===== src/rtl/imem_access_arbiter.sv =====
// imem_access_arbiter
//   Shares a single-port instruction memory between the core fetch path
//   (read-only) and the program loader / debug port (write-only).
//   After reset the core is held off (BOOT) until the loader pulses ld_done;
//   afterwards both requesters are arbitrated with loader priority, bounded
//   to MAX_LD_STREAK consecutive loader grants while a fetch is waiting.
//   Misaligned or out-of-range fetches return NOP_INSTR with fetch_err set,
//   misaligned or out-of-range writes are dropped and flagged on ld_err.
//
// Ports
//   clk, rst                 clock, synchronous active-high reset
//   fetch_req/addr           core fetch request (byte address)
//   fetch_gnt                fetch accepted this cycle (combinational)
//   fetch_rvalid/rdata/err   registered fetch response, one cycle after grant
//   ld_req/addr/wdata        loader write request (byte address)
//   ld_gnt                   write accepted this cycle (combinational)
//   ld_err                   registered pulse after a granted illegal write
//   ld_done                  one-cycle pulse ending BOOT
//   boot_busy                high while in BOOT
//   mem_addr/we/wdata/rdata  memory port (combinational read of mem_addr)

module imem_access_arbiter #(
    parameter int          MEM_SIZE      = 128,
    parameter int          MAX_LD_STREAK = 4,
    parameter logic [31:0] NOP_INSTR     = 32'h00000013,
    localparam int         ADDR_WIDTH    = $clog2(MEM_SIZE)
) (
    input  logic                  clk,
    input  logic                  rst,

    input  logic                  fetch_req,
    input  logic [31:0]           fetch_addr,
    output logic                  fetch_gnt,
    output logic                  fetch_rvalid,
    output logic [31:0]           fetch_rdata,
    output logic                  fetch_err,

    input  logic                  ld_req,
    input  logic [31:0]           ld_addr,
    input  logic [31:0]           ld_wdata,
    output logic                  ld_gnt,
    output logic                  ld_err,
    input  logic                  ld_done,

    output logic                  boot_busy,

    output logic [ADDR_WIDTH-1:0] mem_addr,
    output logic                  mem_we,
    output logic [31:0]           mem_wdata,
    input  logic [31:0]           mem_rdata
);

    localparam int          SW        = $clog2(MAX_LD_STREAK + 1);
    localparam logic [29:0] MEM_WORDS = 30'(MEM_SIZE);
    localparam logic [SW-1:0] STREAK_MAX = SW'(MAX_LD_STREAK);

    typedef enum logic {BOOT, RUN} state_t;

    state_t        state;
    logic [SW-1:0] ld_streak;
    logic          fetch_legal;
    logic          ld_legal;
    logic          streak_full;

    assign fetch_legal = (fetch_addr[1:0] == 2'b00) && (fetch_addr[31:2] < MEM_WORDS);
    assign ld_legal    = (ld_addr[1:0] == 2'b00) && (ld_addr[31:2] < MEM_WORDS);
    assign streak_full = (ld_streak == STREAK_MAX);
    assign boot_busy   = (state == BOOT);

    // Grant selection: at most one grant per cycle.
    always_comb begin
        fetch_gnt = 1'b0;
        ld_gnt    = 1'b0;
        if (state == BOOT) begin
            ld_gnt = ld_req;
        end else if (ld_req && fetch_req) begin
            // Loader keeps priority until it has starved the core for
            // MAX_LD_STREAK consecutive cycles.
            if (streak_full) fetch_gnt = 1'b1;
            else             ld_gnt    = 1'b1;
        end else begin
            ld_gnt    = ld_req;
            fetch_gnt = fetch_req;
        end
    end

    // Memory port steering.
    always_comb begin
        mem_addr  = '0;
        mem_we    = 1'b0;
        mem_wdata = '0;
        if (ld_gnt) begin
            mem_addr  = ld_addr[ADDR_WIDTH+1:2];
            mem_we    = ld_legal;
            mem_wdata = ld_wdata;
        end else if (fetch_gnt) begin
            mem_addr  = fetch_addr[ADDR_WIDTH+1:2];
        end
    end

    always_ff @(posedge clk) begin
        if (rst) begin
            state        <= BOOT;
            ld_streak    <= '0;
            fetch_rvalid <= 1'b0;
            fetch_err    <= 1'b0;
            fetch_rdata  <= NOP_INSTR;
            ld_err       <= 1'b0;
        end else begin
            if (state == BOOT && ld_done) state <= RUN;

            // Streak only counts loader wins against a waiting fetch; fetch
            // is not arbitrated in BOOT so the counter is idle there.
            if (state == BOOT || fetch_gnt || !fetch_req)
                ld_streak <= '0;
            else if (ld_gnt && !streak_full)
                ld_streak <= ld_streak + 1'b1;

            fetch_rvalid <= fetch_gnt;
            fetch_err    <= fetch_gnt && !fetch_legal;
            if (fetch_gnt)
                fetch_rdata <= fetch_legal ? mem_rdata : NOP_INSTR;

            ld_err <= ld_gnt && !ld_legal;
        end
    end

endmodule


===== config.mk =====
export PLATFORM = sky130hd
export DESIGN_NAME = imem_access_arbiter
export DESIGN_NICKNAME = d
export VERILOG_FILES = /design/src/rtl/imem_access_arbiter.sv
export SDC_FILE = /design/constraint.sdc
export NUM_CORES = 1
export LEC_CHECK = 0
export BUFFER_PORTS_ARGS = -buffer_cell sky130_fd_sc_hd__buf_2
export CAP_MARGIN = 20
export CORE_MARGIN = 8
export CORE_UTILIZATION = 30
export CTS_CLUSTER_DIAMETER = 150
export DETAILED_ROUTE_END_ITERATION = 12
export PLACE_DENSITY_LB_ADDON = 0.15
export SKIP_CTS_REPAIR_TIMING = 1
export SLEW_MARGIN = 20
export SYNTH_ARGS = -nofsm -noshare
export SYNTH_HDL_FRONTEND = slang
export SYNTH_SLANG_ARGS = --single-unit

===== constraint.sdc =====
create_clock -name clk -period 1.4 [get_ports clk]
set_input_delay 0.21 -clock clk [delete_from_list [all_inputs] [get_ports clk]]
set_output_delay 0.21 -clock clk [all_outputs]
set_load 0.05 [all_outputs]

Word level (Yosys, flattened, before mapping)
Index checks and enable logic that the tools add are counted.
- register bits: 39
- add/subtract/negate cells: 1
- $lt $le $gt $ge: 2
- equal/unequal tests: 1
- muxes and demuxes: 11
- bitwise logic cells: 1
- reductions and logical operators: 16
- operator list (operator ; number):
    32-bit two-way mux ; 2
    30-bit by 8-bit less-than comparator with 1-bit output (second input constant) ; 2
    7-bit two-way mux ; 2
    1-bit logical AND ; 7
    1-bit two-way mux ; 7
    1-bit zero test ; 4
    2-bit zero test ; 2
    3-bit by 1-bit adder with 3-bit output (second input constant) ; 1
    3-bit equality test (second input constant) ; 1
    1-bit logical OR ; 2
    2-bit OR reduction ; 1
    1-bit NOT ; 1

Depth between registers and ports, before layout
- depth after elaboration: 7
- gate-level depth with buffers: 7
- gate-level depth less buffers: 6

Worst setup path before layout
Ideal clock, no wire load.
- path type: register to output
- start point: reg ld_streak[0]
- end point: out mem_wdata[23]
- data arrival time: 1.969 ns
- setup slack: -0.779 ns
- stages on the path, launching flop included: 8
- path buffers: 1
- cells stage by stage: dfxtp_1 -> inv_1 -> ha_1 -> nand2_1 -> o21ai_0 -> inv_1 -> clkbuf_1 -> and2_1
- word-level cells in the longest chain between the ends: 5
- ends and longest elaborated chain (item ; RTL line ; text):
    from (decl) ; 60 ; logic [SW-1:0] ld_streak;
    from (signal assigned) ; 117 ; ld_streak <= ld_streak + 1'b1;
    3-bit equality test ; 67 ; assign streak_full = (ld_streak == STREAK_MAX);
    1-bit two-way mux ; 79 ; if (streak_full) fetch_gnt = 1'b1;
    1-bit two-way mux ; 76 ; end else if (ld_req && fetch_req) begin
    1-bit two-way mux ; 74 ; if (state == BOOT) begin
    net ld_gnt ; 41 ; output logic ld_gnt,
    32-bit two-way mux ; 92 ; if (ld_gnt) begin
    to (decl) ; 49 ; output logic [31:0] mem_wdata,
The timed path passes the listed nets, and every way through them passes these cells.

Final worst setup path
- start point: reg ld_streak[0]
- end point: out mem_addr[4]
- word-level cells in the longest chain between the ends: 6
- elaborated cells on any way between the ends: 9
- classes of those cells: eq/ne: 1; mux: 8
- ends and longest elaborated chain (item ; RTL line ; text):
    3-bit equality test (*) ; 67 ;
    1-bit two-way mux ; 79 ;
    1-bit two-way mux ; 76 ;
    1-bit two-way mux ; 74 ;
    7-bit two-way mux ; 96 ; end else if (fetch_gnt) begin
    7-bit two-way mux (*) ; 92 ;
    to (decl) ; 47 ; output logic [ADDR_WIDTH-1:0] mem_addr,
Every way passes the cells marked *; elsewhere a longest branch is shown, timed or not.

==> tab_implementation.tex <==
\begin{tabular}{lr}
\hline
Metric & Value \\
\hline
\multicolumn{2}{l}{\textbf{Run status}} \\
\quad Outcome & complete, but fails checks \\
\quad Violations in the final reports & setup timing \\
\multicolumn{2}{l}{\textbf{Synthesis}} \\
\quad Number of synthesized flops with an enable pin & 0 \\
\quad \#FFs+latches synth & 39 \\
\quad Portion of synthesized cell area occupied by the leading cell type & 34.9\% \\
\quad Gate count of the mapped netlist & 268 \\
\quad Number of distinct library cells after synthesis & 31 \\
\quad Largest area contributor in the synthesized netlist & dfxtp\_1 \\
\quad Synthesized cell area & 2240 µm² \\
\quad Yosys warnings & 0 \\
\quad Fraction of registers with async set/reset & 0\% \\
\quad Primary FF master, synth & dfxtp\_1 \\
\quad Nets in the synthesized netlist & 403 \\
\quad Largest cells by area after synthesis & dfxtp\_1 (35\%), and2\_1 (9.2\%), o41ai\_2 (8.7\%) \\
\quad Mean instance size in the synthesized netlist & 8.36 µm² \\
\quad Sequential-to-total area share from yosys stat & 34.9\% \\
\multicolumn{2}{l}{\textbf{Placed design}} \\
\quad Port buffer count & 210 \\
\quad Last weighted congestion value of the routability-driven placer & 0.888 \\
\quad Post-DP Area & 3800 µm² \\
\quad Final HPWL DP & 8810 µm \\
\multicolumn{2}{l}{\textbf{Drt}} \\
\quad Average via count per standard cell & 5.03 \\
\quad Initial DRC count & 88 \\
\quad Total DRC errors in the routed layout & 0 \\
\quad Post-Route M1 WL & 4410 µm \\
\quad Met2 Wirelength & 5690 µm \\
\quad DR WL met3 & 976 µm \\
\quad Wire length reported by the detailed router & 11200 µm \\
\quad Detail Route Antenna Nets & 0 \\
\quad Drt pass-1 iters & 4 \\
\quad Top Metal Used & met4 \\
\quad Via count & 2977 \\
\quad Wire length per cell after detailed routing & 19.0 µm \\
\multicolumn{2}{l}{\textbf{Timing}} \\
\quad Relative slew slack & 79.5\% \\
\quad Tcrit/Tclk final & 134\% \\
\quad Final setup violation count & 59 \\
\quad Setup repair after global routing missed its margin & true \\
\quad Fmax & 0.531 GHz \\
\quad Number of hold violations in the final report & 0 \\
\quad Setup ws final & -482 ps \\
\quad Worst setup skew after layout & 12.7 ps \\
\quad Minimum clock period & 1880 ps \\
\quad Min Hold Slack & 123 ps \\
\quad Final max-slew violation count & 0 \\
\quad Transition time of the tightest slew-check pin & 304 ps \\
\multicolumn{2}{l}{\textbf{Floorplan}} \\
\quad Starting Density & 30.9\% \\
\quad Die span in x & 102 µm \\
\quad Die Outline Area & 10500 µm² \\
\quad Die outline height & 102 µm \\
\quad Number of top-level pins & 211 \\
\quad Number of placement rows & 31 \\
\quad Placeable core area & 7250 µm² \\
\multicolumn{2}{l}{\textbf{Critical path}} \\
\quad Critical path fanouts, max & 5 \\
\quad Worst path cell trace & inv\_2, ha\_4, nand2\_4, o21ai\_4, inv\_4, clkbuf\_16, a22o\_4, buf\_6 \\
\quad Crit path largest cell delay & 330 ps \\
\quad Data arrival time of the critical path & 1670 ps \\
\quad Critical path endpoint category & primary output \\
\quad Type of element launching the critical path & register \\
\quad Slowest-stage cell, CP & dfxtp\_2 \\
\quad Data required, critical path & 1190 ps \\
\quad Critical Path Source & ld\_streak[0] \\
\quad Critical path start-end classification & register to primary output \\
\quad Launch point of the worst reg-to-reg path & ld\_streak[0] \\
\multicolumn{2}{l}{\textbf{Final layout}} \\
\quad Fraction of final layout cells with drive strength greater than 1 & 65.3\% \\
\quad Area Growth Syn to Fin & 90.8\% \\
\quad Summed area of non-filler cells in the final layout & 4270 µm² \\
\quad Net total in the final layout & 624 \\
\multicolumn{2}{l}{\textbf{GRT}} \\
\quad GRT Resource Usage Total & 19.2\% \\
\quad Antenna violations before repair & 3 \\
\quad Maximum number of pins on one net before global-route repair & 35 \\
\quad Vias in the first global route & 3003 \\
\quad Wire length of the first global-routing pass & 15700 µm \\
\quad Residual overflow from global routing & 0 \\
\multicolumn{2}{l}{\textbf{CTS}} \\
\quad Clock tree from TritonCTS & yes \\
\quad Root Driver & clkbuf\_8 \\
\quad Clock latency reported for the late side of the worst-skew pair & 300 ps \\
\quad CTS H-tree lvls & 2 \\
\quad Total CTS buffers & 5 \\
\quad Maximum clock insertion buffer count & 2 \\
\quad Clock input transition at the sequential cells of the worst setup and hold paths & 90 ps \\
\quad Number of clock sinks & 39 \\
\multicolumn{2}{l}{\textbf{Pwr}} \\
\quad Power density relative to cell area & 672 nW/µm² \\
\quad Post-layout power & 2870 µW \\
\quad Static power due to leakage & 0.00207 µW \\
\quad Worst IR drop on VDD & 0.000476 V \\
\multicolumn{2}{l}{\textbf{Worst hold path}} \\
\quad Worst hold path class & input pin to register \\
\quad Hold wc startpoint & ld\_done \\
\multicolumn{2}{l}{\textbf{Flow run}} \\
\quad Maxcap violations & 0 \\
\hline
\end{tabular}
-- metal layers --
metal | vias up | GRT usage [%]
met5 | - | 0
li1 | 1437 | -
met4 | 0 | 5.19
met3 | 14 | 5.31
met1 | 1405 | 21.5
met2 | 121 | 34.7
-- cells by family after synthesis --
kind of cell	Yosys count	synth area share (%)
fa+ha+maj	2	1.12
simple gates	115	29.2
buf+inv	43	7.71
xor+xnor	1	0.391
flops	39	34.9
compound gates	68	26.8
-- power by group --
group | internal [µW] | switching, µW | total (µW)
Clock | 347 | 427 | 774
Combinational | 450 | 533 | 983
Sequential | 1110 | 2.28 | 1120
Total | 1910 | 963 | 2870
-- state kept, by name, summed over array words and instances, names as in the netlist --
| register | cells |
|---|---|
| ld_err | 1 |
| fetch_rdata | 32 |
| state | 1 |
| fetch_err | 1 |
| fetch_rvalid | 1 |
| ld_streak | 3 |
-- placed cells by master (no fill, tap or decap), types with 3 or more instances in the layout --
cell type	netlist	routed
buf_6	0	34
diode_2	0	3
buf_4	1	20
inv_1	16	13
buf_8	0	5
and2_4	0	32
buf_2	6	169
dfxtp_1	39	36
or2_2	3	3
nor2_1	6	6
nand2_1	20	18
dfxtp_2	0	3
o32ai_1	17	16
o21ai_1	0	10
a22o_4	0	7
clkbuf_8	0	5
a21oi_1	12	12
nand4_1	19	19
nor4_1	10	10
buf_12	0	10
o41ai_2	12	12
or4_1	3	3
o32a_1	3	3
nor2b_1	12	12
-- cells in the mapped netlist (all sizes together) (2+ instances only) --
cell and number:
a21oi 12, clkbuf 19, nand2 20, nand4 19
nor3 4, and2 33, nand3 2, o41ai 12
a22o 7, or2 3, buf 7, o21ai 13
nor4 10, o32a 3, nor2 7, or4 3
ha 2, dfxtp 39, o32ai 17, nor2b 12
inv 16
-- worst paths after layout --
check	to	slack, ps	depth (start not counted)
worst max-delay path	mem_addr[4]	-480	8
worst min-delay path	state	120	3
worst max register to register	fetch_rdata[4]	-180	6
worst min register to register	fetch_rdata[24]	470	2
-- through the flow --
step           setup TNS (ps)  utilization, %  instances  setup slack, ps
3_5_place_dp            -8420            52.4        577             -217
4_1_cts                -22490            53.6        585             -561
2_1_floorplan            -980               -        268             -104
5_1_grt                -21870            58.9        592             -547
3_3_place_gp            -7450            52.4        577             -205
6_report               -17870            58.9        592             -482
-- critical path: cells and delay by family (launching register included) --
family | cells | cell delay [ps]
flops | 1 | 330
fa+ha+maj | 1 | 160
compound gates | 2 | 390
buf+inv | 4 | 450
simple gates | 1 | 50
-- area by class of cell --
cell class	instances	area (µm²)
fill	668	2980
timing repair buffer	240	1700
multi-input combinational	186	1500
sequential	39	785
tap	99	124
clock buffer	5	68.8
inverter	17	66.3
clock inverter	3	20.0
antenna	3	7.51
Power figures use the tool's default switching activity.
